File: src/rtl/core_mem_access_if.sv
// rtl/core_mem_access_if.sv - data-memory request/ack bus between the MEM stage and the memory
interface core_mem_access_if;
  logic        dmem_req;
  logic        dmem_we;
  logic [63:0] dmem_addr;
  logic [63:0] dmem_wdata;
  logic [7:0]  dmem_be;
  logic        dmem_ack;
  logic [63:0] dmem_rdata;

  modport master (
    output dmem_req, dmem_we, dmem_addr, dmem_wdata, dmem_be,
    input  dmem_ack, dmem_rdata
  );

  modport slave (
    input  dmem_req, dmem_we, dmem_addr, dmem_wdata, dmem_be,
    output dmem_ack, dmem_rdata
  );
endinterface

File: src/rtl/core_mem_access.sv
// rtl/core_mem_access.sv - MEM stage: ALU pass-through, loads/stores over dmem with ack timeout
// Define MEM_MISALIGN_EXC_EN to trap misaligned word/dword accesses instead of aligning them down.
module core_mem_access #(
  parameter int ACK_TIMEOUT = 255
) (
  input  logic              clock,
  input  logic              reset_n,
  input  logic              ex_valid,
  input  logic [63:0]       ex_out,
  input  logic [63:0]       ex_B_data,
  input  logic [4:0]        ex_W_regnum,
  input  logic              ex_write_enable,
  input  logic [1:0]        ex_load_type,
  input  logic [1:0]        ex_store_type,
  input  logic              ex_signed_byte,
  input  logic              ex_signed_word,
  input  logic              flush,
  core_mem_access_if.master dmem,
  output logic              stall,
  output logic [63:0]       MEM_data,
  output logic [4:0]        mem_W_regnum,
  output logic              mem_write_enable,
  output logic              mem_valid,
  output logic              bus_error,
  output logic              misalign_E
);
  localparam int CW = (ACK_TIMEOUT > 1) ? $clog2(ACK_TIMEOUT) : 1;
  localparam logic [1:0] SZ_BYTE  = 2'd1;
  localparam logic [1:0] SZ_WORD  = 2'd2;
  localparam logic [1:0] SZ_DWORD = 2'd3;

  typedef enum logic {IDLE, WAIT} state_e;

  state_e        state_q, state_d;
  logic [CW-1:0] cnt_q, cnt_d;
  logic          req_q, req_d, we_q, we_d;
  logic [63:0]   addr_q, addr_d, wdata_q, wdata_d;
  logic [7:0]    be_q, be_d;
  logic [1:0]    size_q, size_d;
  logic          sgn_b_q, sgn_b_d, sgn_w_q, sgn_w_d;
  logic [4:0]    rd_q, rd_d;
  logic          rd_we_q, rd_we_d;
  logic          flushed_q, flushed_d;
  logic [63:0]   data_q, data_d;
  logic [4:0]    mreg_q, mreg_d;
  logic          mwe_q, mwe_d, mvalid_q, mvalid_d, berr_q, berr_d, mis_q, mis_d;

  logic [1:0]    size;
  logic          is_store, misaligned, stall_c;
  logic [7:0]    rbyte;
  logic [31:0]   rword;
  logic [63:0]   ld_val;

  always_ff @(posedge clock or negedge reset_n) begin
    if (!reset_n) begin
      state_q   <= IDLE;
      cnt_q     <= '0;
      req_q     <= 1'b0;
      we_q      <= 1'b0;
      addr_q    <= '0;
      wdata_q   <= '0;
      be_q      <= '0;
      size_q    <= '0;
      sgn_b_q   <= 1'b0;
      sgn_w_q   <= 1'b0;
      rd_q      <= '0;
      rd_we_q   <= 1'b0;
      flushed_q <= 1'b0;
      data_q    <= '0;
      mreg_q    <= '0;
      mwe_q     <= 1'b0;
      mvalid_q  <= 1'b0;
      berr_q    <= 1'b0;
      mis_q     <= 1'b0;
    end else begin
      state_q   <= state_d;
      cnt_q     <= cnt_d;
      req_q     <= req_d;
      we_q      <= we_d;
      addr_q    <= addr_d;
      wdata_q   <= wdata_d;
      be_q      <= be_d;
      size_q    <= size_d;
      sgn_b_q   <= sgn_b_d;
      sgn_w_q   <= sgn_w_d;
      rd_q      <= rd_d;
      rd_we_q   <= rd_we_d;
      flushed_q <= flushed_d;
      data_q    <= data_d;
      mreg_q    <= mreg_d;
      mwe_q     <= mwe_d;
      mvalid_q  <= mvalid_d;
      berr_q    <= berr_d;
      mis_q     <= mis_d;
    end
  end

  always_comb begin
    // A store takes precedence when both load and store types are set.
    is_store = (ex_store_type != 2'd0);
    size     = is_store ? ex_store_type : ex_load_type;
`ifdef MEM_MISALIGN_EXC_EN
    misaligned = ((size == SZ_WORD) && (ex_out[1:0] != 2'b00)) ||
                 ((size == SZ_DWORD) && (ex_out[2:0] != 3'b000));
`else
    misaligned = 1'b0;
`endif
    rbyte = dmem.dmem_rdata[{addr_q[2:0], 3'b000} +: 8];
    rword = dmem.dmem_rdata[{addr_q[2], 5'b00000} +: 32];
    case (size_q)
      SZ_BYTE: ld_val = {{56{sgn_b_q & rbyte[7]}}, rbyte};
      SZ_WORD: ld_val = {{32{sgn_w_q & rword[31]}}, rword};
      default: ld_val = dmem.dmem_rdata;
    endcase

    state_d   = state_q;
    cnt_d     = cnt_q;
    req_d     = req_q;
    we_d      = we_q;
    addr_d    = addr_q;
    wdata_d   = wdata_q;
    be_d      = be_q;
    size_d    = size_q;
    sgn_b_d   = sgn_b_q;
    sgn_w_d   = sgn_w_q;
    rd_d      = rd_q;
    rd_we_d   = rd_we_q;
    flushed_d = flushed_q;
    data_d    = data_q;
    mreg_d    = mreg_q;
    mwe_d     = 1'b0;
    mvalid_d  = 1'b0;
    berr_d    = 1'b0;
    mis_d     = 1'b0;
    stall_c   = 1'b0;

    case (state_q)
      IDLE: begin
        if (ex_valid && !flush) begin
          if (size == 2'd0) begin
            data_d   = ex_out;
            mreg_d   = ex_W_regnum;
            mwe_d    = ex_write_enable;
            mvalid_d = 1'b1;
          end else if (misaligned) begin
            data_d   = ex_out;
            mreg_d   = ex_W_regnum;
            mvalid_d = 1'b1;
            mis_d    = 1'b1;
          end else begin
            stall_c   = 1'b1;
            state_d   = WAIT;
            cnt_d     = '0;
            req_d     = 1'b1;
            we_d      = is_store;
            size_d    = size;
            sgn_b_d   = ex_signed_byte;
            sgn_w_d   = ex_signed_word;
            rd_d      = ex_W_regnum;
            rd_we_d   = ex_write_enable;
            flushed_d = 1'b0;
            case (size)
              SZ_BYTE: begin
                addr_d  = ex_out;
                be_d    = 8'h01 << ex_out[2:0];
                wdata_d = {8{ex_B_data[7:0]}};
              end
              SZ_WORD: begin
                addr_d  = {ex_out[63:2], 2'b00};
                be_d    = ex_out[2] ? 8'hF0 : 8'h0F;
                wdata_d = {2{ex_B_data[31:0]}};
              end
              default: begin
                addr_d  = {ex_out[63:3], 3'b000};
                be_d    = 8'hFF;
                wdata_d = ex_B_data;
              end
            endcase
          end
        end
      end
      WAIT: begin
        // A flush seen at any point in the transaction silences its completion report.
        flushed_d = flushed_q | flush;
        if (dmem.dmem_ack) begin
          state_d = IDLE;
          req_d   = 1'b0;
          if (!flushed_d) begin
            mvalid_d = 1'b1;
            mreg_d   = rd_q;
            mwe_d    = rd_we_q & ~we_q;
            data_d   = we_q ? addr_q : ld_val;
          end
        end else begin
          stall_c = 1'b1;
          if (cnt_q == CW'(ACK_TIMEOUT - 1)) begin
            state_d  = IDLE;
            req_d    = 1'b0;
            berr_d   = 1'b1;
            mvalid_d = ~flushed_d;
            if (!flushed_d) mreg_d = rd_q;
          end else begin
            cnt_d = cnt_q + 1'b1;
          end
        end
      end
      default: state_d = IDLE;
    endcase
  end

  assign dmem.dmem_req   = req_q;
  assign dmem.dmem_we    = we_q;
  assign dmem.dmem_addr  = addr_q;
  assign dmem.dmem_wdata = wdata_q;
  assign dmem.dmem_be    = be_q;

  assign stall            = stall_c & reset_n;
  assign MEM_data         = data_q;
  assign mem_W_regnum     = mreg_q;
  assign mem_write_enable = mwe_q;
  assign mem_valid        = mvalid_q;
  assign bus_error        = berr_q;
  assign misalign_E       = mis_q;
endmodule

File: src/flat_wrapper.sv
// flat-port wrapper written by rule: the top's interface ports become plain ports
module core_mem_access_flat 
#(
  parameter int ACK_TIMEOUT = 255
)
  (clock, reset_n, ex_valid, ex_out, ex_B_data, ex_W_regnum, ex_write_enable, ex_load_type, ex_store_type, ex_signed_byte, ex_signed_word, flush, stall, MEM_data, mem_W_regnum, mem_write_enable, mem_valid, bus_error, misalign_E, dmem_dmem_req, dmem_dmem_we, dmem_dmem_addr, dmem_dmem_wdata, dmem_dmem_be, dmem_dmem_ack, dmem_dmem_rdata);
  core_mem_access_if dmem_i ();
  input  logic clock;
  input  logic reset_n;
  input  logic ex_valid;
  input  logic [63:0] ex_out;
  input  logic [63:0] ex_B_data;
  input  logic [4:0] ex_W_regnum;
  input  logic ex_write_enable;
  input  logic [1:0] ex_load_type;
  input  logic [1:0] ex_store_type;
  input  logic ex_signed_byte;
  input  logic ex_signed_word;
  input  logic flush;
  output logic stall;
  output logic [63:0] MEM_data;
  output logic [4:0] mem_W_regnum;
  output logic mem_write_enable;
  output logic mem_valid;
  output logic bus_error;
  output logic misalign_E;
  output wire logic [$bits(dmem_i.dmem_req)-1:0] dmem_dmem_req;
  output wire logic [$bits(dmem_i.dmem_we)-1:0] dmem_dmem_we;
  output wire logic [$bits(dmem_i.dmem_addr)-1:0] dmem_dmem_addr;
  output wire logic [$bits(dmem_i.dmem_wdata)-1:0] dmem_dmem_wdata;
  output wire logic [$bits(dmem_i.dmem_be)-1:0] dmem_dmem_be;
  input wire logic [$bits(dmem_i.dmem_ack)-1:0] dmem_dmem_ack;
  input wire logic [$bits(dmem_i.dmem_rdata)-1:0] dmem_dmem_rdata;
  assign dmem_dmem_req = dmem_i.dmem_req;
  assign dmem_dmem_we = dmem_i.dmem_we;
  assign dmem_dmem_addr = dmem_i.dmem_addr;
  assign dmem_dmem_wdata = dmem_i.dmem_wdata;
  assign dmem_dmem_be = dmem_i.dmem_be;
  assign dmem_i.dmem_ack = dmem_dmem_ack;
  assign dmem_i.dmem_rdata = dmem_dmem_rdata;
  core_mem_access #(.ACK_TIMEOUT(ACK_TIMEOUT)) u_core (.clock(clock), .reset_n(reset_n), .ex_valid(ex_valid), .ex_out(ex_out), .ex_B_data(ex_B_data), .ex_W_regnum(ex_W_regnum), .ex_write_enable(ex_write_enable), .ex_load_type(ex_load_type), .ex_store_type(ex_store_type), .ex_signed_byte(ex_signed_byte), .ex_signed_word(ex_signed_word), .flush(flush), .dmem(dmem_i), .stall(stall), .MEM_data(MEM_data), .mem_W_regnum(mem_W_regnum), .mem_write_enable(mem_write_enable), .mem_valid(mem_valid), .bus_error(bus_error), .misalign_E(misalign_E));
endmodule
File: config.mk
export PLATFORM = sky130hd
export DESIGN_NAME = core_mem_access_flat
export DESIGN_NICKNAME = d
export VERILOG_FILES = /design/src/rtl/core_mem_access_if.sv /design/src/rtl/core_mem_access.sv /design/src/flat_wrapper.sv
export SDC_FILE = /design/constraint.sdc
export NUM_CORES = 1
export LEC_CHECK = 0
export ABC_CLOCK_PERIOD_IN_PS = 5500
export CAP_MARGIN = 20
export CORE_MARGIN = 2
export CORE_UTILIZATION = 28
export DETAILED_ROUTE_END_ITERATION = 10
export SLEW_MARGIN = 20
export SYNTH_ARGS = -nofsm -noshare
export SYNTH_HDL_FRONTEND = slang
export SYNTH_SLANG_ARGS = --single-unit
export TNS_END_PERCENT = 5
File: constraint.sdc
create_clock -name clock -period 5.5 [get_ports clock]
set_clock_uncertainty 0.2 [all_clocks]
set_input_delay 1.1 -clock clock [delete_from_list [all_inputs] [get_ports clock]]
set_output_delay 1.1 -clock clock [all_outputs]
set_load 0.03 [all_outputs]
==> results.py, run 1 <==
metrics = {
    "timing": {
        "worst_slack_ps": 831,
        "period_share_pct": 84.9,
        "setup_violations": 0,
        "final-hold-violation-count": 0,
        "slew_violations": 0,
        "maxSlewHeadroom_pct": 39.3,
        "fmax_mhz": 214,
        "hold_ws_ps": 246,
        "tightest_slew_ps": 911,
        "period_needed_ps": 4670,
        "fin_tns_setup_ps": 0,
        "rsz0062_at_grt": "no",
    },
    "grt": {
        "grt_usage_pct": 23.1,
        "grt_remaining_overflow": 0,
        "grt_pass1_wl_um": 79300,
        "grt_pass1_vias": 12400,
        "grt_antenna_before_repair": 5,
        "grt_start_max_net_pins": 200,
    },
    "logic_synthesis": {
        "synth_cells": 1409,
        "synth.mux.area_fraction_pct": 4.41,
        "ys_seq_elements": 230,
        "synthesis.nets": 1625,
        "avgSynthCellArea_um2": 8.72,
        "yosysWarnings": 0,
        "synth-compound-area-share_pct": 21.5,
        "ys_types": 53,
        "netlist_area_um2": 12300,
        "synth_fa_ha_area_share_pct": 0.713,
        "synthSimpleGateAreaFrac_pct": 21.5,
        "synth_top_family_by_area": "compound AO/OA/AOI/OAI gates",
        "synthArstFlopShare_pct": 100,
        "synth_edf_count": 0,
        "seq_area_frac_synth_pct": 46.9,
        "synth_xor_area_share_pct": 0.428,
        "synthFlopType": "dfrtp_1",
    },
    "pwr": {
        "p_per_area_nw_per_um2": 458,
        "peakVddDrop_v": 0.000243,
        "power.total_mw": 8.26,
        "pwr-share-clk_pct": 25.5,
        "power_frac_comb_pct": 43.5,
        "seqPwrFrac_pct": 31.1,
        "p_leak_nw": 7.52,
        "cell_internal_pwr_mw": 4.98,
        "netSwitchingPower_mw": 3.28,
        "switching_share_pct": 39.7,
    },
    "clock_network": {
        "cts_max_path_buffers": 3,
        "numCtsBuffers": 29,
        "cts_setup_buffers": 0,
        "clk_pin_slew_ps": 60,
        "worstSkewPairLatency_ps": 560,
        "cts_hold_buf": 0,
        "cts_tree": "built",
        "cts.repair.resized": 0,
        "clockRootBuffer": "clkbuf_16",
        "cts_sinks": 230,
        "cts.htree.levels": 1,
    },
    "flow_run": {
        "cap_violations": 0,
    },
    "status": {
        "status": "completed",
    },
    "critical_path": {
        "crit_fanout": 4,
        "cp-end-kind": "output pin",
        "startpoint_type": "input port",
        "slowest_delay_ps": 690,
        "cp_slowest_cell": "clkdlybuf4s50_1",
        "worstSetupStartpoint": "ex_store_type[0]",
        "crit_buf_inv": 3,
        "path_cells": "clkdlybuf4s50_1 -> inv_1 -> a21oi_1 -> ha_2 -> or4b_4 -> a21boi_0 -> clkdlybuf4s50_1",
        "cp.arrival_ps": 3370,
        "crit_top_cell": "clkdlybuf4s50_1",
        "cp_top_family": "buffers and inverters",
        "required_ps": 4200,
        "worst_r2r_startpoint": "u_core.state_q",
        "crit_type": "in2out",
    },
    "floorplanning": {
        "core_area_um2": 43200,
        "top_level_ports": 421,
        "die_w_um": 213,
        "rows": 76,
        "die_h_um": 213,
        "start_util_pct": 28.4,
        "die_area_um2": 45600,
    },
    "min_path": {
        "hold_path_class": "in2async",
    },
    "cells_and_area": {
        "drive_gt1_share_pct": 7.17,
        "syn_to_final_growth_pct": 46.8,
        "final_nets": 1980,
        "num-fill-cells": 4321,
        "post-route-util_pct": 41.8,
    },
    "placement": {
        "pre_cts_slack_ps": 823,
        "gp_congestion": 0.860,
        "hpwl_um": 38900,
        "port-buffer-count": 419,
    },
    "route": {
        "wl_um": 54100,
        "num_vias": 12500,
        "route.detailed.drc": 0,
        "via_per_inst": 5.28,
        "firstDrtPassIters": 7,
        "wl_per_cell_um": 22.8,
        "drt_iter0_markers": 1083,
        "postRouteAntennaNets": 0,
    },
}
[cells by family (layout without fill, tap and decap cells)]
| kind of cell | count (synthesis) | after routing |
|---|---|---|
| AO/OA/AOI/OAI | 402 | 402 |
| XOR/XNOR | 6 | 6 |
| adder cells (fa/ha/maj) | 7 | 7 |
| buffers and inverters | 135 | 510 |
| flip-flops | 230 | 230 |
| multiplexers | 40 | 40 |
| other | 1 | 7 |
| AND/OR/NAND/NOR | 588 | 588 |
[state kept, by name (all words and copies together) (netlist names), 2 cells and up]
signal                  flops
u_core.rd_q                 5
u_core.MEM_data            64
u_core.dmem.dmem_addr      64
u_core.size_q               2
u_core.mem_W_regnum         5
u_core.cnt_q                8
u_core.dmem.dmem_wdata     64
u_core.dmem.dmem_be         8
[metrics by stage]
step | instance area [um^2] | std cells
6_report | 18000 | 2375
5_1_grt | 18000 | 2371
4_1_cts | 18000 | 2369
3_5_place_dp | 17000 | 2318
3_3_place_gp | 17000 | 2318
2_1_floorplan | 12300 | 1409
[power by group through the flow]
stage	combinational [mW]	sequential (mW)	clock [mW]
floorplan	1.08	3.42	0
global placement	3.57	2.57	0
detailed placement	3.59	2.59	0
CTS	3.61	2.57	2.16
global route	3.81	2.63	2.23
finish	3.59	2.57	2.10
[synth_stat cells (2+ instances only)]
| cell | instances | area share (%) |
|---|---|---|
| mux4_2 | 10 | 1.8 |
| xnor2_1 | 6 | 0.43 |
| o21ai_0 | 87 | 3.5 |
| and3_1 | 9 | 0.46 |
| nand3_1 | 14 | 0.57 |
| nand2b_1 | 50 | 2.5 |
| nand2_1 | 332 | 10 |
| buf_6 | 3 | 0.28 |
| nor2_1 | 102 | 3.1 |
| a21boi_0 | 2 | 0.12 |
| dfrtp_1 | 230 | 47 |
| nand3b_1 | 4 | 0.24 |
| a221o_1 | 28 | 2.3 |
| buf_2 | 18 | 0.73 |
| a22o_1 | 24 | 1.7 |
| clkbuf_1 | 83 | 2.5 |
| a21oi_1 | 126 | 5.1 |
| ha_1 | 7 | 0.71 |
| a221oi_2 | 3 | 0.37 |
| o22a_1 | 10 | 0.71 |
| mux2i_1 | 17 | 1.4 |
| and2_1 | 9 | 0.46 |
| a221oi_1 | 32 | 2.3 |
| a21o_1 | 3 | 0.18 |
| nor3_1 | 37 | 1.5 |
| o2bb2ai_1 | 2 | 0.14 |
| mux2_2 | 13 | 1.2 |
| nor3_2 | 20 | 1.6 |
| o22ai_1 | 35 | 1.8 |
| nor2b_1 | 5 | 0.25 |
| a211oi_1 | 6 | 0.37 |
| a22oi_1 | 35 | 2.1 |
| buf_1 | 13 | 0.40 |
| inv_1 | 15 | 0.46 |
[layer usage]
| layer | GRT usage, % | part of all wire [%] | routed length [um] |
|---|---|---|---|
| met5 | 0 | 0.076 | 41 |
| met4 | 9.84 | 4.0 | 2170 |
| met3 | 7.12 | 10 | 5470 |
| met2 | 36.8 | 46 | 25000 |
| met1 | 29.1 | 40 | 21400 |
[cell usage in the layout, fill, tap and decap left out, drive strengths merged, types with 2 or more instances in the layout]
cell           count
nor4b              2
a221oi            35
a211oi             6
clkbuf            40
and3               9
nor2             102
dfrtp            230
nand3b             4
a21oi            126
inv               16
and2               9
nand2b            50
a22o              24
diode              6
mux2i             17
o22a              10
clkdlybuf4s50    418
a21o               3
o22ai             35
mux4              10
ha                 7
clkinv             6
xnor2              6
o21ai             87
nand2            332
nand3             14
buf               24
nor3              57
bufinv             6
a221o             28
nor2b              5
a22oi             35
mux2              13
a21boi             2
o2bb2ai            2
[cell type report]
class	count	area (um^2)	share of cell area (%)
multi-input cells	1044	6020	33.4
repair buffers	442	4400	24.4
clock buffers	40	837	4.64
well taps	585	732	4.06
inverters	17	63.8	0.354
diodes	6	15.0	0.0833
flip-flops and latches	230	5760	31.9
clock inverters	11	205	1.14
[path summary, 6_finish.rpt]
check	cells past startpoint	slack, ps	to
worst max-delay path	7	830	stall
worst min-delay path	1	250	u_core.dmem.dmem_wdata[8]
worst max register to register	6	2040	u_core.MEM_data[62]
worst min register to register	2	270	u_core.rd_q[2]
max in group asynchronous	3	2970	u_core.MEM_data[19]
min in group clock	2	270	u_core.rd_q[2]
(Power assumes the default switching activity.)
==> run 2, diff against run 1 <==
ABC_CLOCK_PERIOD_IN_PS = 4400   (was 5500)
clock period = 4.4 ns   (was 5.5 ns; I/O delays follow)
==> run 2 against run 1 <==
Compared with the run above:
- combinational power increased by 25%
- register-to-register slack lost 760 ps
- critical path type unchanged
- clock-buffer cell count increased by 2
- critical path depth stayed put
- sequential share of layout area about the same
- sequential cell count is the same
- setup slack lost 650 ps
- cell area about the same
- total power increased by 22%
- non-clock buffer count is 15 higher
==> results.py, run 2 (same netlist as run 1, synthesis figures left out) <==
metrics = {
    "clock_network": {
        "numCtsBuffers": 28,
        "clockRootBuffer": "clkbuf_16",
        "cts_hold_buf": 1,
        "cts.repair.resized": 0,
        "cts_tree": "built",
        "cts_setup_buffers": 0,
        "cts_sinks": 230,
        "cts_max_path_buffers": 3,
        "cts.htree.levels": 1,
        "clk_pin_slew_ps": 60,
        "worstSkewPairLatency_ps": 560,
    },
    "critical_path": {
        "cp.arrival_ps": 3130,
        "crit_type": "in2out",
        "r2r_slack_ps": 1280,
        "crit_fanout": 4,
        "startpoint_type": "input port",
        "slowest_delay_ps": 700,
        "cp_slowest_cell": "clkdlybuf4s50_1",
        "required_ps": 3320,
        "r2r_cells": 6,
        "crit_top_cell": "clkdlybuf4s50_1",
        "cp-end-kind": "output pin",
        "path_cells": "clkdlybuf4s50_1 -> inv_1 -> a21oi_1 -> ha_2 -> or4b_4 -> a21boi_0 -> clkdlybuf4s50_1",
    },
    "placement": {
        "place_area_um2": 17100,
        "gp_congestion": 0.943,
        "pre_cts_slack_ps": 185,
        "hpwl_um": 39100,
        "port-buffer-count": 419,
        "dp_cells": 2332,
    },
    "floorplanning": {
        "die_h_um": 213,
        "rows": 76,
        "die_w_um": 213,
        "core_area_um2": 43200,
        "top_level_ports": 421,
        "die_area_um2": 45600,
        "start_util_pct": 28.4,
    },
    "grt": {
        "use_met1_pct": 29.1,
        "grt_usage_pct": 22.9,
        "grt_antenna_before_repair": 4,
        "grt_start_max_net_pins": 200,
        "grt_pass1_wl_um": 79200,
        "grt_pass1_vias": 12400,
        "grt_use_met3_pct": 6.36,
        "busiest_layer": "met2",
        "grt_use_met2_pct": 37.7,
        "grt_remaining_overflow": 0,
    },
    "timing": {
        "tightest_slew_ps": 1050,
        "period_needed_ps": 4210,
        "final-hold-violation-count": 0,
        "hold_ws_ps": 269,
        "rsz0062_at_grt": "no",
        "setup_violations": 0,
        "fmax_mhz": 237,
        "worst_slack_ps": 186,
        "slew_violations": 0,
        "period_share_pct": 95.8,
        "fin_tns_setup_ps": 0,
        "maxSlewHeadroom_pct": 30.2,
    },
    "cells_and_area": {
        "post-route-util_pct": 41.8,
        "syn_to_final_growth_pct": 46.8,
        "post-route-cell-area_um2": 18000,
        "final_nets": 1994,
        "multi_input_area_um2": 6020,
        "final_cell_mix": "clkdlybuf4s50_1, nand2_1, dfrtp_1",
        "layout_commonest_cell": "clkdlybuf4s50_1",
        "seq_area_um2": 5760,
        "final_cells": 2389,
        "num-fill-cells": 4319,
        "drive_gt1_share_pct": 7.51,
    },
    "route": {
        "wl_um": 53500,
        "wl_per_cell_um": 22.4,
        "route.detailed.drc": 0,
        "postRouteAntennaNets": 0,
        "num_vias": 12400,
        "firstDrtPassIters": 8,
        "via_per_inst": 5.21,
        "drt_iter0_markers": 1186,
    },
    "flow_run": {
        "cap_violations": 0,
    },
    "pwr": {
        "peakVddDrop_v": 0.000307,
        "power.total_mw": 10.1,
        "p_per_area_nw_per_um2": 558,
        "p_leak_nw": 7.54,
    },
    "min_path": {
        "hold_path_class": "reg2reg",
        "min_path_cells": 2,
    },
    "status": {
        "status": "completed",
    },
}
[run 2: cell count changes in the layout (fill, tap and decap cells not counted), sizes merged]
cell and delta:
clkbuf +2, bufinv -3, dlygate4sd3 +1, buf +14
[run 2: worst paths after layout]
check                                       from                         to
min in group asynchronous                reset_n  u_core.dmem.dmem_addr[52]
worst max-delay path            ex_store_type[1]                      stall
worst max register to register    u_core.state_q        u_core.MEM_data[41]
worst min register to register    u_core.rd_q[2]             u_core.rd_q[2]
max in group asynchronous                reset_n   u_core.dmem.dmem_addr[9]
worst min-delay path              u_core.rd_q[2]             u_core.rd_q[2]
[run 2: final cells by class]
type,count,area share (%)
flip-flops and latches,230,31.9
well taps,585,4.06
inverters,17,0.354
multi-input cells,1044,33.4
clock inverters,8,0.659
repair buffers,457,25.1
clock buffers,42,4.46
diodes,6,0.0833
[run 2: power breakdown]
group | total, mW | leakage, nW | internal, mW | switching, mW
combinational | 4.49 | 4.25 | 1.84 | 2.65
sequential | 3.20 | 2.84 | 2.73 | 0.470
clock | 2.37 | 0.453 | 1.43 | 0.942
[run 2: critical path: cells and delay by family]
family                     cells  cell delay, ps
AOI/OAI and AO/OA              2             280
adders and majority gates      1             230
buffers and inverters          3            1210
and+or+nand+nor                1             540
[run 2: layer usage]
| metal | up-vias | part of all wire (%) |
|---|---|---|
| met5 | - | 0.024 |
| met4 | 2 | 3.2 |
| met3 | 82 | 8.6 |
| met2 | 517 | 47 |
| met1 | 6128 | 41 |
| li1 | 5714 | - |
